--- src/rtl/irq_req_latch.sv ---
// irq_req_latch
// Eight-channel request capture stage. Rising edges (or levels) on req are
// latched into a pending register, filtered by a per-channel mask, and the
// highest eligible channel is offered as a registered 3-bit code over a
// valid/ready handshake. A sticky overflow flag records requests that arrive
// for a channel that is already pending.

module irq_req_latch #(
   parameter bit EDGE_MODE = 1'b1
) (
   input  logic       clk,
   input  logic       rst_n,
   input  logic [7:0] req,
   input  logic       mask_wr,
   input  logic [7:0] mask_in,
   output logic [2:0] code,
   output logic       valid,
   input  logic       ready,
   output logic [7:0] pending,
   output logic       ovf,
   input  logic       ovf_clr
);

   typedef enum logic {
      IDLE  = 1'b0,
      OFFER = 1'b1
   } state_t;

   state_t     state_r;
   logic [7:0] req_q_r;
   logic [7:0] pending_r;
   logic [7:0] mask_r;
   logic [2:0] code_r;
   logic       valid_r;
   logic       ovf_r;

   logic [7:0] raw_set_s;
   logic [7:0] set_vec_s;
   logic [7:0] clr_vec_s;
   logic [7:0] pending_next_s;
   logic [7:0] eligible_s;
   logic       accept_s;
   logic       ovf_hit_s;

   // Index of the most significant set bit; returns 0 for an all-zero vector.
   function automatic logic [2:0] highest_idx(input logic [7:0] v);
      logic [2:0] idx;
      idx = 3'd0;
      for (int i = 0; i < 8; i++) begin
         if (v[i]) begin
            idx = 3'(i);
         end else begin
            idx = idx;
         end
      end
      return idx;
   endfunction

   // Set/clear vectors, next pending value, eligibility and overflow detection.
   always_comb begin
      raw_set_s      = 8'h00;
      set_vec_s      = 8'h00;
      clr_vec_s      = 8'h00;
      pending_next_s = 8'h00;
      eligible_s     = 8'h00;
      accept_s       = 1'b0;
      ovf_hit_s      = 1'b0;

      if (EDGE_MODE) begin
         raw_set_s = req & ~req_q_r;
      end else begin
         raw_set_s = req;
      end

      // Masked events are dropped here, not deferred until unmask.
      set_vec_s = raw_set_s & ~mask_r;
      accept_s  = valid_r & ready;

      if (accept_s) begin
         clr_vec_s = 8'b0000_0001 << code_r;
      end else begin
         clr_vec_s = 8'h00;
      end

      // A set in the same cycle as the clear of that bit keeps it pending.
      pending_next_s = (pending_r & ~clr_vec_s) | set_vec_s;
      eligible_s     = pending_r & ~mask_r;

      if (EDGE_MODE) begin
         ovf_hit_s = |(set_vec_s & pending_r & ~clr_vec_s);
      end else begin
         ovf_hit_s = 1'b0;
      end
   end

   // Request history, pending, mask and sticky overflow registers.
   always_ff @(posedge clk or negedge rst_n) begin
      if (!rst_n) begin
         req_q_r   <= 8'h00;
         pending_r <= 8'h00;
         mask_r    <= 8'h00;
         ovf_r     <= 1'b0;
      end else begin
         req_q_r   <= req;
         pending_r <= pending_next_s;
         if (mask_wr) begin
            mask_r <= mask_in;
         end else begin
            mask_r <= mask_r;
         end
         // A new overflow takes precedence over a clear in the same cycle.
         if (ovf_hit_s) begin
            ovf_r <= 1'b1;
         end else if (ovf_clr) begin
            ovf_r <= 1'b0;
         end else begin
            ovf_r <= ovf_r;
         end
      end
   end

   // Offer FSM: code is captured only when leaving IDLE and held until accepted.
   always_ff @(posedge clk or negedge rst_n) begin
      if (!rst_n) begin
         state_r <= IDLE;
         code_r  <= 3'd0;
         valid_r <= 1'b0;
      end else begin
         case (state_r)
            IDLE: begin
               if (|eligible_s) begin
                  code_r  <= highest_idx(eligible_s);
                  valid_r <= 1'b1;
                  state_r <= OFFER;
               end else begin
                  code_r  <= code_r;
                  valid_r <= 1'b0;
                  state_r <= IDLE;
               end
            end
            OFFER: begin
               if (ready) begin
                  valid_r <= 1'b0;
                  state_r <= IDLE;
               end else begin
                  valid_r <= 1'b1;
                  state_r <= OFFER;
               end
               code_r <= code_r;
            end
            default: begin
               code_r  <= 3'd0;
               valid_r <= 1'b0;
               state_r <= IDLE;
            end
         endcase
      end
   end

   assign code    = code_r;
   assign valid   = valid_r;
   assign pending = pending_r;
   assign ovf     = ovf_r;

endmodule

--- config.mk ---
export PLATFORM = sky130hd
export DESIGN_NAME = irq_req_latch
export DESIGN_NICKNAME = d
export VERILOG_FILES = /design/src/rtl/irq_req_latch.sv
export SDC_FILE = /design/constraint.sdc
export NUM_CORES = 1
export LEC_CHECK = 0
export BUFFER_PORTS_ARGS = -buffer_cell sky130_fd_sc_hd__buf_2
export CELL_PAD_IN_SITES_DETAIL_PLACEMENT = 1
export CELL_PAD_IN_SITES_GLOBAL_PLACEMENT = 2
export CORE_ASPECT_RATIO = 0.75
export CORE_MARGIN = 2
export CORE_UTILIZATION = 34
export DETAILED_ROUTE_END_ITERATION = 16
export PLACE_DENSITY = 0.85
export REMOVE_ABC_BUFFERS = 1
export SLEW_MARGIN = 20
export SYNTH_ARGS = -nofsm -noshare
export SYNTH_HDL_FRONTEND = slang
export SYNTH_SLANG_ARGS = --single-unit
--- constraint.sdc ---
create_clock -name clk -period 2.66 [get_ports clk]
set_clock_uncertainty 0.05 [all_clocks]
set_input_delay 0.399 -clock clk [delete_from_list [all_inputs] [get_ports clk]]
set_output_delay 0.399 -clock clk [all_outputs]
set_load 0.01 [all_outputs]
==> results of run 1 <==
## sequential cells by signal, indices dropped and copies added, names as in the netlist
signal and count:
code 3, pending 8, valid 1, ovf 1, req_q_r 8, mask_r 8
## per-layer routing
metal	vias up	routed length (um)
li1	463	-
met1	471	1370
met3	3	145
met4	0	25
met5	-	0
met2	25	1380
## through the flow
| step | utilization | total power (W) | hold WS, ns | cell area (um2) | instances |
|---|---|---|---|---|---|
| floorplan | - | 0.000864 | 0.0534 | 1220 | 108 |
| global placement | 0.425 | 0.00103 | 0.409 | 1440 | 181 |
| detailed placement | 0.425 | 0.00104 | 0.423 | 1440 | 181 |
| CTS | 0.451 | 0.00141 | 0.119 | 1520 | 188 |
| global route | 0.451 | 0.00149 | 0.131 | 1520 | 188 |
| finish | 0.451 | 0.00139 | 0.0997 | 1520 | 188 |
## power breakdown
part	internal, W	switching [W]	total (W)
Combinational	0.000180	0.000218	0.000398
Sequential	0.000535	0.0000961	0.000631
Clock	0.000205	0.000152	0.000357
Total	0.000919	0.000467	0.00139
## final cells by class
class                           count  area share
Clock buffer                        7      0.0567
Sequential cell                    29       0.477
Inverter                            4     0.00986
Tap cell                           40      0.0329
Timing Repair Buffer               33       0.108
Multi-Input combinational cell     75       0.316
## cell families after synthesis
logic type | synth area share
and+or+nand+nor | 0.208
muxes | 0.0552
AOI/OAI and AO/OA | 0.129
DFF | 0.592
buffers and inverters | 0.0153
## worst paths after layout
kind                       slack, ns                    to  depth (start not counted)
max                             1.01       ovf$_DFFE_PN0P_                          5
min                              0.1  req_q_r[6]$_DFF_PN0_                          1
max reg2reg                     1.01       ovf$_DFFE_PN0P_                          5
min reg2reg                     0.44  pending[0]$_DFF_PN0_                          1
max in group asynchronous       2.04  pending[5]$_DFF_PN0_                          1
min in group clk                0.19  req_q_r[7]$_DFF_PN0_                          1
## synth_stat cells
cell	instances	area [um2]
sky130_fd_sc_hd__nand2_1	9	33.8
sky130_fd_sc_hd__nor2b_2	1	8.76
sky130_fd_sc_hd__a21oi_1	6	30.0
sky130_fd_sc_hd__nor2b_1	5	31.3
sky130_fd_sc_hd__nor3b_1	2	15.0
sky130_fd_sc_hd__dfrtp_1	29	726
sky130_fd_sc_hd__inv_1	4	15.0
sky130_fd_sc_hd__a22o_1	1	8.76
sky130_fd_sc_hd__nor3_1	2	10.0
sky130_fd_sc_hd__nand3b_1	2	15.0
sky130_fd_sc_hd__a31oi_2	1	12.5
sky130_fd_sc_hd__or2_1	2	12.5
sky130_fd_sc_hd__nand2b_1	5	31.3
sky130_fd_sc_hd__o31ai_1	1	7.51
sky130_fd_sc_hd__nor4_4	1	21.3
sky130_fd_sc_hd__o21ai_1	4	20.0
sky130_fd_sc_hd__mux2_2	6	67.6
sky130_fd_sc_hd__or3_1	1	6.26
sky130_fd_sc_hd__a21o_1	2	15.0
sky130_fd_sc_hd__nand3_1	4	20.0
sky130_fd_sc_hd__nor2_1	6	22.5
sky130_fd_sc_hd__clkbuf_1	1	3.75
sky130_fd_sc_hd__o21ai_0	4	20.0
sky130_fd_sc_hd__nand4b_1	1	8.76
sky130_fd_sc_hd__nand4_1	2	12.5
sky130_fd_sc_hd__o21a_1	2	15.0
sky130_fd_sc_hd__o22ai_1	2	12.5
sky130_fd_sc_hd__nor4_1	1	6.26
sky130_fd_sc_hd__o311ai_1	1	8.76
sky130_fd_sc_hd__o21bai_1	1	7.51
==> tab_implementation.tex, run 1 <==
\begin{tabular}{lr}
\hline
Metric & Value \\
\hline
\multicolumn{2}{l}{\textbf{Critical path}} \\
\quad Critical path data required time & 2.76 ns \\
\quad Type of the worst setup path & reg2reg \\
\quad CP max stage cell & sky130\_fd\_sc\_hd\_\_dfrtp\_1 \\
\quad Startpoint Class & register \\
\quad Crit Reg-Reg Startpoint & code[1]\$\_DFFE\_PN0P\_ \\
\quad Number of buffer and inverter instances along the worst setup path & 0 \\
\quad Ordered cell list for the critical path & nand4b\_1 -> o21ai\_1 -> o22ai\_1 -> nor4\_1 -> nand4\_1 \\
\quad CP delay by family, top & simple AND/OR/NAND/NOR gates \\
\quad First element of the critical path & code[1]\$\_DFFE\_PN0P\_ \\
\quad Critical path data arrival time & 1.75 ns \\
\quad Nature of the critical path endpoint & register \\
\quad Crit-path max FO & 7 \\
\quad Biggest cell delay along the critical path & 0.46 ns \\
\multicolumn{2}{l}{\textbf{Synth}} \\
\quad Sequential area share after synthesis & 0.592 \\
\quad Syn Inst Count & 109 \\
\quad Number of unique standard cell types used by synthesis & 30 \\
\quad Post-Syn Area & 1220 um2 \\
\quad Total of flip-flops plus latches after synthesis & 29 \\
\quad Avg Cell Area, Syn & 11.2 um2 \\
\quad Yosys warnings & 0 \\
\multicolumn{2}{l}{\textbf{STA}} \\
\quad Total Negative Setup Slacks & 0 ns \\
\quad Final setup vio count & 0 \\
\quad Tmin final & 1.65 ns \\
\quad Final Hold Viols & 0 \\
\quad Fmax & 605 MHz \\
\quad Slew HR & 0.568 \\
\quad Fraction of the cycle the final worst path needs & 0.621 \\
\quad Setup repair after global routing missed its margin & no \\
\quad Final number of max-transition violations & 0 \\
\quad Slew at the pin closest to its max-slew limit & 0.648 ns \\
\quad Final setup margin & 1.01 ns \\
\multicolumn{2}{l}{\textbf{Global route}} \\
\quad Global-route wire length before repair & 5130 um \\
\quad Initial antenna violation count & 0 \\
\quad Global-route total usage across every layer & 0.168 \\
\quad Met1 routing resource usage after global routing & 0.230 \\
\quad Total congestion overflow & 0 \\
\quad Most utilized layer in the global route result & met2 \\
\quad Global routing met3 resource utilization & 0.0598 \\
\quad Maximum number of pins on one net before global-route repair & 30 \\
\quad Via count of the first global-routing pass & 1084 \\
\quad Met2 Track Usage GR & 0.251 \\
\multicolumn{2}{l}{\textbf{Die}} \\
\quad Overall die width & 73.3 um \\
\quad Standard-cell rows & 18 \\
\quad Area inside the core boundary & 3380 um2 \\
\quad Die height & 56.0 um \\
\quad Starting utilization of the core area & 0.363 \\
\quad Top Ports & 34 \\
\quad Full die area & 4100 um2 \\
\multicolumn{2}{l}{\textbf{Clock tree}} \\
\quad H-tree depth & 2 \\
\quad Clock transition at the registers of the reported paths & 0.06 ns \\
\quad TritonCTS clock tree & built \\
\quad Deepest clock path buffer count & 2 \\
\quad Count of hold-fix buffers inserted at cts & 0 \\
\quad Cell chosen for the clock root & sky130\_fd\_sc\_hd\_\_clkbuf\_8 \\
\quad Clock latency of the later-clocked register in the worst-skew pair & 0.27 ns \\
\quad CTS buffer count & 5 \\
\quad Setup Buffers After CTS & 0 \\
\quad Clock net sink count & 29 \\
\quad Cells resized by post-CTS repair & 0 \\
\multicolumn{2}{l}{\textbf{Routing}} \\
\quad Aggregate routed wire length & 2930 um \\
\quad Wire length per cell & 15.6 um \\
\quad Number of detailed-routing iterations run before antenna repair & 4 \\
\quad Detailed router's first-iteration violation count & 34 \\
\quad Post-detailed-route via-to-cell ratio & 5.12 \\
\quad Number of nets still failing antenna checks after routing & 0 \\
\quad Number of DRC violations after detailed routing & 0 \\
\quad Via count & 962 \\
\multicolumn{2}{l}{\textbf{Pwr}} \\
\quad Static power due to leakage & 0.656 nW \\
\quad Power per cell area & 910 nW/um2 \\
\quad Highest ir drop seen on vdd & 0.000455 V \\
\multicolumn{2}{l}{\textbf{Layout}} \\
\quad Count of nets after finishing & 169 \\
\quad Storage cell area & 726 um2 \\
\quad \# diodes & 0 \\
\quad Fill count & 387 \\
\quad Share of post-route cells with drive strength above 1 & 0.324 \\
\quad Top library cells by usage in the layout, fill and taps aside & sky130\_fd\_sc\_hd\_\_buf\_2 (33), sky130\_fd\_sc\_hd\_\_dfrtp\_1 (29), sky130\_fd\_sc\_hd\_\_nand2\_1 (9) \\
\quad Most common cell after layout, fill and taps aside & sky130\_fd\_sc\_hd\_\_buf\_2 \\
\quad Footprint of the multi-input gates & 480 um2 \\
\quad Layout Area Growth over Synthesis & 24.3\% \\
\multicolumn{2}{l}{\textbf{Outcome}} \\
\quad Status & finished clean \\
\multicolumn{2}{l}{\textbf{Placed design}} \\
\quad Pre-CTS WS & 0.993 ns \\
\quad Total of buffers placed on input and output ports & 33 \\
\quad RePlAce Congestion & 0.756 \\
\quad Detailed-placement wirelength estimate & 2300 um \\
\multicolumn{2}{l}{\textbf{Job}} \\
\quad Maximum capacitance violations & 0 \\
\multicolumn{2}{l}{\textbf{Hold path}} \\
\quad Hold Crit Class & in2async \\
\hline
\end{tabular}
No activity file was read; power rests on OpenSTA's default activity.
==> inputs of run 2 (changes only) <==
Settings changed: CORE_UTILIZATION 34 to 31, PLACE_DENSITY 0.85 to 0.79.
Clock period 2.66 ns to 1.7 ns, I/O delays scaled along.
==> tab_implementation.tex, run 2 (synthesis results as in run 1) <==
\begin{tabular}{lr}
\hline
Metric & Value \\
\hline
\multicolumn{2}{l}{\textbf{Outcome}} \\
\quad Status & finished clean (unchanged) \\
\multicolumn{2}{l}{\textbf{Layout}} \\
\quad Top library cells by usage in the layout, fill and taps aside & sky130\_fd\_sc\_hd\_\_buf\_2 (33), sky130\_fd\_sc\_hd\_\_dfrtp\_1 (29), sky130\_fd\_sc\_hd\_\_nand2\_1 (9) (unchanged) \\
\quad Fill count & 440 (was 387) \\
\quad Count of nets after finishing & 171 (was 169) \\
\quad Non-Filler Cell Area, Final & 1560 um2 (was 1520 um2) \\
\quad Layout Area Growth over Synthesis & 27.1\% (was 24.3\%) \\
\quad Share of post-route cells with drive strength above 1 & 0.344 (was 0.324) \\
\quad Most common cell after layout, fill and taps aside & sky130\_fd\_sc\_hd\_\_buf\_2 (unchanged) \\
\quad \# diodes & 0 (unchanged) \\
\multicolumn{2}{l}{\textbf{Global route}} \\
\quad Global-route wire length before repair & 5060 um (was 5130 um) \\
\quad Maximum number of pins on one net before global-route repair & 30 (unchanged) \\
\quad Initial antenna violation count & 0 (unchanged) \\
\quad Total congestion overflow & 0 (unchanged) \\
\quad Global-route total usage across every layer & 0.150 (was 0.168) \\
\quad Via count of the first global-routing pass & 1009 (was 1084) \\
\multicolumn{2}{l}{\textbf{STA}} \\
\quad Slew HR & 0.567 (was 0.568) \\
\quad Total Negative Setup Slacks & 0 ns (unchanged) \\
\quad Fmax & 634 MHz (was 605 MHz) \\
\quad Tmin final & 1.58 ns (was 1.65 ns) \\
\quad Setup repair after global routing missed its margin & no (unchanged) \\
\quad Fraction of the cycle the final worst path needs & 0.928 (was 0.621) \\
\quad Final number of max-transition violations & 0 (unchanged) \\
\quad Final setup vio count & 0 (unchanged) \\
\quad Slew at the pin closest to its max-slew limit & 0.649 ns (was 0.648 ns) \\
\quad Final Hold Viols & 0 (unchanged) \\
\multicolumn{2}{l}{\textbf{Die}} \\
\quad Full die area & 4480 um2 (was 4100 um2) \\
\quad Area inside the core boundary & 3730 um2 (was 3380 um2) \\
\quad Die height & 58.4 um (was 56.0 um) \\
\quad Top Ports & 34 (unchanged) \\
\quad Overall die width & 76.6 um (was 73.3 um) \\
\quad Starting utilization of the core area & 0.328 (was 0.363) \\
\quad Standard-cell rows & 19 (was 18) \\
\multicolumn{2}{l}{\textbf{Critical path}} \\
\quad Critical path data arrival time & 1.68 ns (was 1.75 ns) \\
\quad Type of the worst setup path & reg2reg (unchanged) \\
\quad Startpoint Class & register (unchanged) \\
\quad Critical path data required time & 1.80 ns (was 2.76 ns) \\
\quad Slack of the worst reg-to-reg path & 0.12 ns (was 1.01 ns) \\
\quad Nature of the critical path endpoint & register (unchanged) \\
\quad Crit-path max FO & 5 (was 7) \\
\multicolumn{2}{l}{\textbf{Pwr}} \\
\quad Static power due to leakage & 0.668 nW (was 0.656 nW) \\
\quad Power per cell area & 1400 nW/um2 (was 910 nW/um2) \\
\quad Highest ir drop seen on vdd & 0.000530 V (was 0.000455 V) \\
\multicolumn{2}{l}{\textbf{Job}} \\
\quad Maximum capacitance violations & 0 (unchanged) \\
\multicolumn{2}{l}{\textbf{Placed design}} \\
\quad RePlAce Congestion & 0.752 (was 0.756) \\
\quad Total of buffers placed on input and output ports & 33 (unchanged) \\
\quad Cell Area, Placed & 1460 um2 (was 1440 um2) \\
\quad Detailed-placement wirelength estimate & 2420 um (was 2300 um) \\
\multicolumn{2}{l}{\textbf{Routing}} \\
\quad Number of detailed-routing iterations run before antenna repair & 4 (unchanged) \\
\quad Number of nets still failing antenna checks after routing & 0 (unchanged) \\
\quad Number of DRC violations after detailed routing & 0 (unchanged) \\
\quad Via count & 984 (was 962) \\
\quad Post-detailed-route via-to-cell ratio & 4.85 (was 5.12) \\
\quad Aggregate routed wire length & 3070 um (was 2930 um) \\
\quad Detailed router's first-iteration violation count & 42 (was 34) \\
\quad Wire length per cell & 15.1 um (was 15.6 um) \\
\multicolumn{2}{l}{\textbf{Clock tree}} \\
\quad Deepest clock path buffer count & 2 (unchanged) \\
\quad Cell chosen for the clock root & sky130\_fd\_sc\_hd\_\_clkbuf\_8 (unchanged) \\
\quad H-tree depth & 2 (unchanged) \\
\quad Clock latency of the later-clocked register in the worst-skew pair & 0.27 ns (about the same) \\
\quad TritonCTS clock tree & built (unchanged) \\
\quad CTS buffer count & 5 (unchanged) \\
\quad Clock net sink count & 29 (unchanged) \\
\quad Clock transition at the registers of the reported paths & 0.06 ns (about the same) \\
\multicolumn{2}{l}{\textbf{Hold path}} \\
\quad Hold Crit Class & in2reg (was in2async) \\
\hline
\end{tabular}
==> run 2: metal layers <==
metal	wire (um)	track usage
met5	0	0
met4	9	0.0312
met3	188	0.0583
met2	1360	0.230
met1	1510	0.204
==> run 2: worst paths after layout <==
kind / startpoint / to / depth (start not counted)
min in group asynchronous: rst_n / req_q_r[2]$_DFF_PN0_ / 2
min: req[3] / req_q_r[3]$_DFF_PN0_ / 1
min reg2reg: mask_r[0]$_DFFE_PN0P_ / pending[0]$_DFF_PN0_ / 1
max reg2reg: code[2]$_DFFE_PN0P_ / ovf$_DFFE_PN0P_ / 5
max: code[2]$_DFFE_PN0P_ / ovf$_DFFE_PN0P_ / 5
max in group asynchronous: rst_n / req_q_r[5]$_DFF_PN0_ / 2
==> run 2: power by group <==
group | leakage, nW | switching [W] | total [W] | internal (W)
logic | 0.303 | 0.000366 | 0.000668 | 0.000302
clock network | 0.0450 | 0.000248 | 0.000531 | 0.000283
registers | 0.320 | 0.000142 | 0.000979 | 0.000836
==> run 2: critical path: stages (launching register included) <==
cell and delay [ns]:
sky130_fd_sc_hd__dfrtp_1 0.42, sky130_fd_sc_hd__nand3b_1 0.26, sky130_fd_sc_hd__o31ai_1 0.34, sky130_fd_sc_hd__nor3_1 0.10, sky130_fd_sc_hd__nor4_1 0.18, sky130_fd_sc_hd__nand4_1 0.12
==> run 2: what timing repair did <==
item,in CTS,in global routing
hold endpoints to repair,29,0
resized for setup,0,2
buffers inserted,0,0
hold buffers,1,0
setup endpoints to repair,0,1
==> run 2: per-stage QoR <==
step	setup WS [ns]	power, W	hold slack, ns	std cells	util
after floorplan	0.258	0.00135	-0.0906	108	-
after global placement	0.141	0.00163	0.259	194	0.391
after detailed placement	0.101	0.00166	0.273	194	0.391
after CTS	0.0908	0.00220	0.0419	203	0.416
after global routing	0.00328	0.00233	0.0400	203	0.417
final	0.122	0.00218	0.0471	203	0.417
==> run 2: cell type report <==
type / count / area (um2) / area share
clock inverter: 2 / 10.0 / 0.00643
clock buffer: 6 / 72.6 / 0.0466
tap: 52 / 65.1 / 0.0418
inverter: 4 / 15.0 / 0.00965
timing repair buffer: 35 / 183 / 0.117
sequential: 29 / 726 / 0.466
multi-input combinational: 75 / 485 / 0.312
